--- config.mk ---
export PLATFORM = sky130hd
export DESIGN_NAME = mem_arbiter
export DESIGN_NICKNAME = d
export VERILOG_FILES = /design/src/rtl/core_types_pkg.sv /design/src/rtl/mem_arb_starve_counter.sv /design/src/rtl/mem_arbiter.sv
export SDC_FILE = /design/constraint.sdc
export NUM_CORES = 1
export LEC_CHECK = 0
export CAP_MARGIN = 20
export CORE_AREA = 2 2 105 107
export DETAILED_ROUTE_END_ITERATION = 10
export DIE_AREA = 0 0 107 109
export PLACE_DENSITY_LB_ADDON = 0.12
export SETUP_SLACK_MARGIN = 0.02
export SYNTH_ARGS = -nofsm -noshare
export SYNTH_HDL_FRONTEND = slang
export SYNTH_SLANG_ARGS = --single-unit
--- constraint.sdc ---
create_clock -name CLK -period 3.2 [get_ports CLK]
set_clock_uncertainty 0.2 [all_clocks]
set_input_delay 0.48 -clock CLK [delete_from_list [all_inputs] [get_ports CLK]]
set_output_delay 0.48 -clock CLK [all_outputs]
set_load 0.1 [all_outputs]
--- src/rtl/core_types_pkg.sv ---
// Shared core types: the machine word, the memory arbiter state encoding
// and the default I$ starvation bound used by the arbiter.
package core_types_pkg;

  typedef logic [31:0] word_t;

  typedef enum logic [1:0] {
    IDLE    = 2'd0,
    GRANT_I = 2'd1,
    GRANT_D = 2'd2
  } arb_state_t;

  localparam int STARVE_LIMIT_DEFAULT = 4;

endpackage

--- src/rtl/mem_arb_starve_counter.sv ---
// Saturating count of consecutive D$ grants taken while an I$ read was
// waiting. When it reaches LIMIT the arbiter lets the I$ go first.
module mem_arb_starve_counter #(
  parameter int LIMIT = 4,
  parameter int W     = $clog2(LIMIT + 1)
) (
  input  logic         CLK,
  input  logic         nRST,
  input  logic         clear,
  input  logic         incr,
  output logic [W-1:0] count,
  output logic         at_limit
);

  localparam logic [W-1:0] LIMIT_W = W'(LIMIT);

  assign at_limit = (count == LIMIT_W);

  // Clear wins over increment; increment stops once the bound is reached.
  always_ff @(posedge CLK or negedge nRST) begin
    if (!nRST) begin
      count <= '0;
    end else if (clear) begin
      count <= '0;
    end else if (incr && !at_limit) begin
      count <= count + W'(1);
    end
  end

endmodule

--- src/rtl/mem_arbiter.sv ---
// Memory port arbiter between the I$ fill path and the D$ fill/writeback
// path. D$ normally wins, but a bounded starvation counter forces the I$
// ahead after STARVE_LIMIT consecutive D$ grants. A grant is held until the
// memory reports ready or the requester withdraws. While the core controller
// asks for halt, no new I$ grants are issued so the D$ can flush.
import core_types_pkg::*;

module mem_arbiter #(
  parameter int STARVE_LIMIT = STARVE_LIMIT_DEFAULT
) (
  input  logic  CLK,
  input  logic  nRST,
  output logic  DUT_error,
  // I$ side
  input  logic  icache_mem_REN,
  input  word_t icache_mem_addr,
  output word_t icache_mem_load,
  output logic  icache_mem_wait,
  // D$ side
  input  logic  dcache_mem_REN,
  input  logic  dcache_mem_WEN,
  input  word_t dcache_mem_addr,
  input  word_t dcache_mem_store,
  output word_t dcache_mem_load,
  output logic  dcache_mem_wait,
  // core controller
  input  logic  core_control_halt,
  // memory side
  output logic  mem_REN,
  output logic  mem_WEN,
  output word_t mem_addr,
  output word_t mem_store,
  input  word_t mem_load,
  input  logic  mem_ready,
  output logic  mem_busy
);

  localparam int SW = $clog2(STARVE_LIMIT + 1);

  arb_state_t state;
  arb_state_t next_state;

  logic i_req;
  logic d_req;
  logic grant_i;
  logic grant_d;
  logic enter_i;
  logic enter_d;
  logic starve_incr;
  logic starve_clear;
  logic starve_at_limit;
  logic illegal;
  logic illegal_q;
  logic [SW-1:0] starve_count;

  assign i_req   = icache_mem_REN;
  assign d_req   = dcache_mem_REN | dcache_mem_WEN;
  assign illegal = dcache_mem_REN & dcache_mem_WEN;
  assign grant_i = (state == GRANT_I);
  assign grant_d = (state == GRANT_D);

  // Entering a grant from IDLE is what drives the starvation bookkeeping.
  assign enter_i = (state == IDLE) && (next_state == GRANT_I);
  assign enter_d = (state == IDLE) && (next_state == GRANT_D);

  // Only D$ wins that actually held back a grantable I$ read count as
  // starvation; during halt the I$ is not grantable, so the count stays 0.
  assign starve_incr  = enter_d & i_req & ~core_control_halt;
  assign starve_clear = enter_i | core_control_halt;

  mem_arb_starve_counter #(
    .LIMIT (STARVE_LIMIT),
    .W     (SW)
  ) u_starve (
    .CLK      (CLK),
    .nRST     (nRST),
    .clear    (starve_clear),
    .incr     (starve_incr),
    .count    (starve_count),
    .at_limit (starve_at_limit)
  );

  // State register; reset returns to IDLE at once so strobes drop
  // without waiting for a clock edge.
  always_ff @(posedge CLK or negedge nRST) begin
    if (!nRST) begin
      state <= IDLE;
    end else begin
      state <= next_state;
    end
  end

  // Next-state: IDLE picks a requester, a grant ends on ready or withdrawal.
  always_comb begin
    next_state = state;
    case (state)
      IDLE: begin
        if (d_req && !starve_at_limit) begin
          next_state = GRANT_D;
        end else if (i_req && !core_control_halt) begin
          next_state = GRANT_I;
        end else if (d_req) begin
          next_state = GRANT_D;
        end else begin
          next_state = IDLE;
        end
      end
      GRANT_I: begin
        if (!i_req || mem_ready) begin
          next_state = IDLE;
        end
      end
      GRANT_D: begin
        if (!d_req || mem_ready) begin
          next_state = IDLE;
        end
      end
      default: next_state = IDLE;
    endcase
  end

  // Memory strobes follow the granted requester; a D$ write suppresses
  // its read so an illegal REN+WEN pair reaches memory as a write only.
  always_comb begin
    mem_REN   = 1'b0;
    mem_WEN   = 1'b0;
    mem_addr  = '0;
    mem_store = '0;
    if (grant_i) begin
      mem_REN  = icache_mem_REN;
      mem_addr = icache_mem_addr;
    end else if (grant_d) begin
      mem_WEN   = dcache_mem_WEN;
      mem_REN   = dcache_mem_REN & ~dcache_mem_WEN;
      mem_addr  = dcache_mem_addr;
      mem_store = dcache_mem_store;
    end
  end

  // Requester handshake: wait until the granted access completes, and
  // return load data only in the completing cycle.
  always_comb begin
    icache_mem_wait = i_req & ~(grant_i & mem_ready);
    dcache_mem_wait = d_req & ~(grant_d & mem_ready);
    icache_mem_load = '0;
    dcache_mem_load = '0;
    if (grant_i && i_req && mem_ready) begin
      icache_mem_load = mem_load;
    end
    if (grant_d && d_req && mem_ready) begin
      dcache_mem_load = mem_load;
    end
  end

  assign mem_busy = (state != IDLE);

  // One error pulse per illegal D$ request, even if it is held for many
  // cycles while waiting on the memory.
  always_ff @(posedge CLK or negedge nRST) begin
    if (!nRST) begin
      illegal_q <= 1'b0;
      DUT_error <= 1'b0;
    end else begin
      illegal_q <= illegal;
      DUT_error <= illegal & ~illegal_q;
    end
  end

endmodule

==> flow_metrics.env, run 1 <==
export IMPL_fin_crit_sh_pct=85.7
export IMPL_vias_per_cell=4.06
export IMPL_rows=38
export IMPL_gp_congestion=0.739
export IMPL_max_freq_mhz=365
export IMPL_slowest_stage="and2b_2"
export IMPL_start_util_pct=13.3
export IMPL_routedWlPerCell_microns=16.7
export IMPL_antenna_found_initial=0
export IMPL_syn_num_nets=330
export IMPL_required_ns=2.52
export IMPL_dieHeight_microns=109
export IMPL_finalHoldViolCount=0
export IMPL_holdCritPathClass="reg2reg"
export IMPL_fin_crit_ns=2.74
export IMPL_crit_start="state[0]$_DFF_PN0_"
export IMPL_whs_ns=0.199
export IMPL_setup_viol=0
export IMPL_n_fill_cell=928
export IMPL_cts_sinks=7
export IMPL_synth_edf_count=0
export IMPL_grt_usage_pct=15.7
export IMPL_cts_root_buf="clkbuf_8"
export IMPL_overflow=0
export IMPL_firstDrtPassIters=4
export IMPL_dp_hpwl_microns=8590
export IMPL_status="complete, no violations"
export IMPL_async_reset_ff_share_pct=100
export IMPL_pre_cts_ws_ns=0.489
export IMPL_cp_max_fo=29
export IMPL_worst_slack_ns=0.457
export IMPL_syn_avg_cell_area_sq_um=7.28
export IMPL_clock_path_buffers=2
export IMPL_worstPathCellList="and2b_2, buf_4, and2_1, buf_12"
export IMPL_synthCells=193
export IMPL_ctsResizeCount=0
export IMPL_max_cap_violations=0
export IMPL_postRouteAntennaNets=0
export IMPL_layout_commonest_cell="clkdlybuf4s50_1"
export IMPL_leakage_nw=2.27
export IMPL_critPathMaxStageDelay_ns=0.59
export IMPL_io_buffers=268
export IMPL_vdd_drop_max_mv=0.128
export IMPL_worstPathArrival_ns=2.06
export IMPL_fp_dieW_microns=107
export IMPL_design_area_sq_um=5550
export IMPL_num_vias=2405
export IMPL_ys_seq_elements=7
export IMPL_rsz0062_at_grt="no"
export IMPL_nets=590
export IMPL_wirelength_microns=9880
export IMPL_drv_slew=0
export IMPL_worst_setup_path_type="reg2out"
export IMPL_ys_seq_area_share_pct=12.5
export IMPL_ys_flop_type="dfrtp_1"
export IMPL_finalSetupTns_ns=0
export IMPL_drc=0
export IMPL_drtIter0Drc=100
export IMPL_syn_area_sq_um=1410
export IMPL_layout_common_cells="clkdlybuf4s50_1, buf_12, and2_1"
export IMPL_coreArea_sq_um=10600
export IMPL_slew_headroom_pct=66.4
export IMPL_first_global_vias=2392
export IMPL_area_growth_pct=295
export IMPL_grt_max_degree=33
export IMPL_r2r_start="u_starve.count[0]$_DFFE_PN0P_"
export IMPL_ys_warn_count=0
export IMPL_synth_cell_type_count=29
export IMPL_diodes=0
export IMPL_powerDensity_nw_per_um2=311
export IMPL_ctsHoldBuffers=0
export IMPL_clkTransAtPathRegs_ns=0.04
export IMPL_grt_pass1_wl_microns=14200
export IMPL_dieArea_sq_um=11700
export IMPL_clock_latency_ns=0.23
export IMPL_startpoint_type="register"
export IMPL_num_io_pins=269
export IMPL_dpl_cell_area_sq_um=5510
export IMPL_post_cts_buffers=0
export IMPL_min_from="illegal_q$_DFF_PN0_"
export IMPL_cts_tree="done"
export IMPL_h_tree_depth=1
export IMPL_end_kind="output port"
export IMPL_numCtsBuffers=3
export IMPL_drive_gt1_share_pct=32.5
export IMPL_tightest_slew_ns=0.504
synthesized netlist by cell type, drive strengths merged, types with 2 or more instances:
library cell / count / area share [%]
clkbuf: 6 / 2.1
nand2b: 2 / 0.89
and2: 98 / 44
nor3: 2 / 1.1
buf: 12 / 5.0
nand2: 6 / 1.6
a22o: 32 / 20
inv: 4 / 1.1
ha: 2 / 1.8
a21oi: 4 / 1.4
nor2b: 2 / 0.89
nand3: 2 / 0.71
nor2: 2 / 0.71
dfrtp: 7 / 12
layer usage:
layer  wire length [microns]  track usage [%]  part of all wire (%)  up-vias
li1                        -                -                     -     1174
met1                    3270             16.7                    33     1086
met2                    5470             30.8                    55      141
met3                    1090             5.08                    11        4
met4                      44             1.95                  0.45        0
met5                       0                0                     0        -
worst paths after layout:
check / endpoint / slack (ns) / depth (start not counted)
worst max-delay path: mem_store[8] / 0.46 / 4
worst min-delay path: DUT_error$_DFF_PN0_ / 0.20 / 1
worst max register to register: u_starve.count[2]$_DFFE_PN0P_ / 1.66 / 5
worst min register to register: DUT_error$_DFF_PN0_ / 0.20 / 1
max in group asynchronous: state[1]$_DFF_PN0_ / 2.23 / 1
min in group asynchronous: DUT_error$_DFF_PN0_ / 0.32 / 1
final cells by class:
cell class	instances	area, sq um	area share [%]
repair buffers	273	4020	72.5
clock buffers	4	45.0	0.811
well taps	140	175	3.15
multi-input cells	164	1120	20.1
flip-flops and latches	7	175	3.15
inverters	4	15.0	0.270
flip-flops by register name, summed over array words and instances, names as in the netlist:
name / cells
u_starve.count: 3
state: 2
DUT_error: 1
illegal_q: 1
through the flow:
stage	power, W	cells	utilization [%]
global placement	0.00160	588	51.9
CTS	0.00174	592	52.4
detailed placement	0.00161	588	51.9
floorplan	0.000956	193	-
finish	0.00173	592	52.4
global route	0.00178	592	52.4
power breakdown:
| group | switching, W | internal (W) | total (W) | leakage [nW] |
|---|---|---|---|---|
| sequential | 0.00000496 | 0.0000931 | 0.0000980 | 0.0928 |
| combinational | 0.000927 | 0.000575 | 0.00150 | 2.15 |
| clock | 0.0000382 | 0.0000862 | 0.000124 | 0.0228 |
| total | 0.000970 | 0.000755 | 0.00173 | 2.27 |
logic make-up after synthesis:
group                      after synthesis  synth area share, %
buffers and inverters                   22                 8.19
and+or+nand+nor                        122                 53.9
AOI/OAI and AO/OA                       40                 23.7
adders and majority gates                2                 1.78
DFF                                      7                 12.5
worst max-delay path, delay by kind of cell (launching register included):
kind	cells	cell delay (ns)
flip-flops	1	0.47
buffers and inverters	2	0.53
AND/OR/NAND/NOR	2	0.82
No activity file was read; power rests on OpenSTA's default activity.
==> inputs of run 2 (changes only) <==
CTS_CLUSTER_DIAMETER = 120   (was unset)
==> results of run 2 <==
The final DEF is identical to that of run 1; final timing and power are the same.
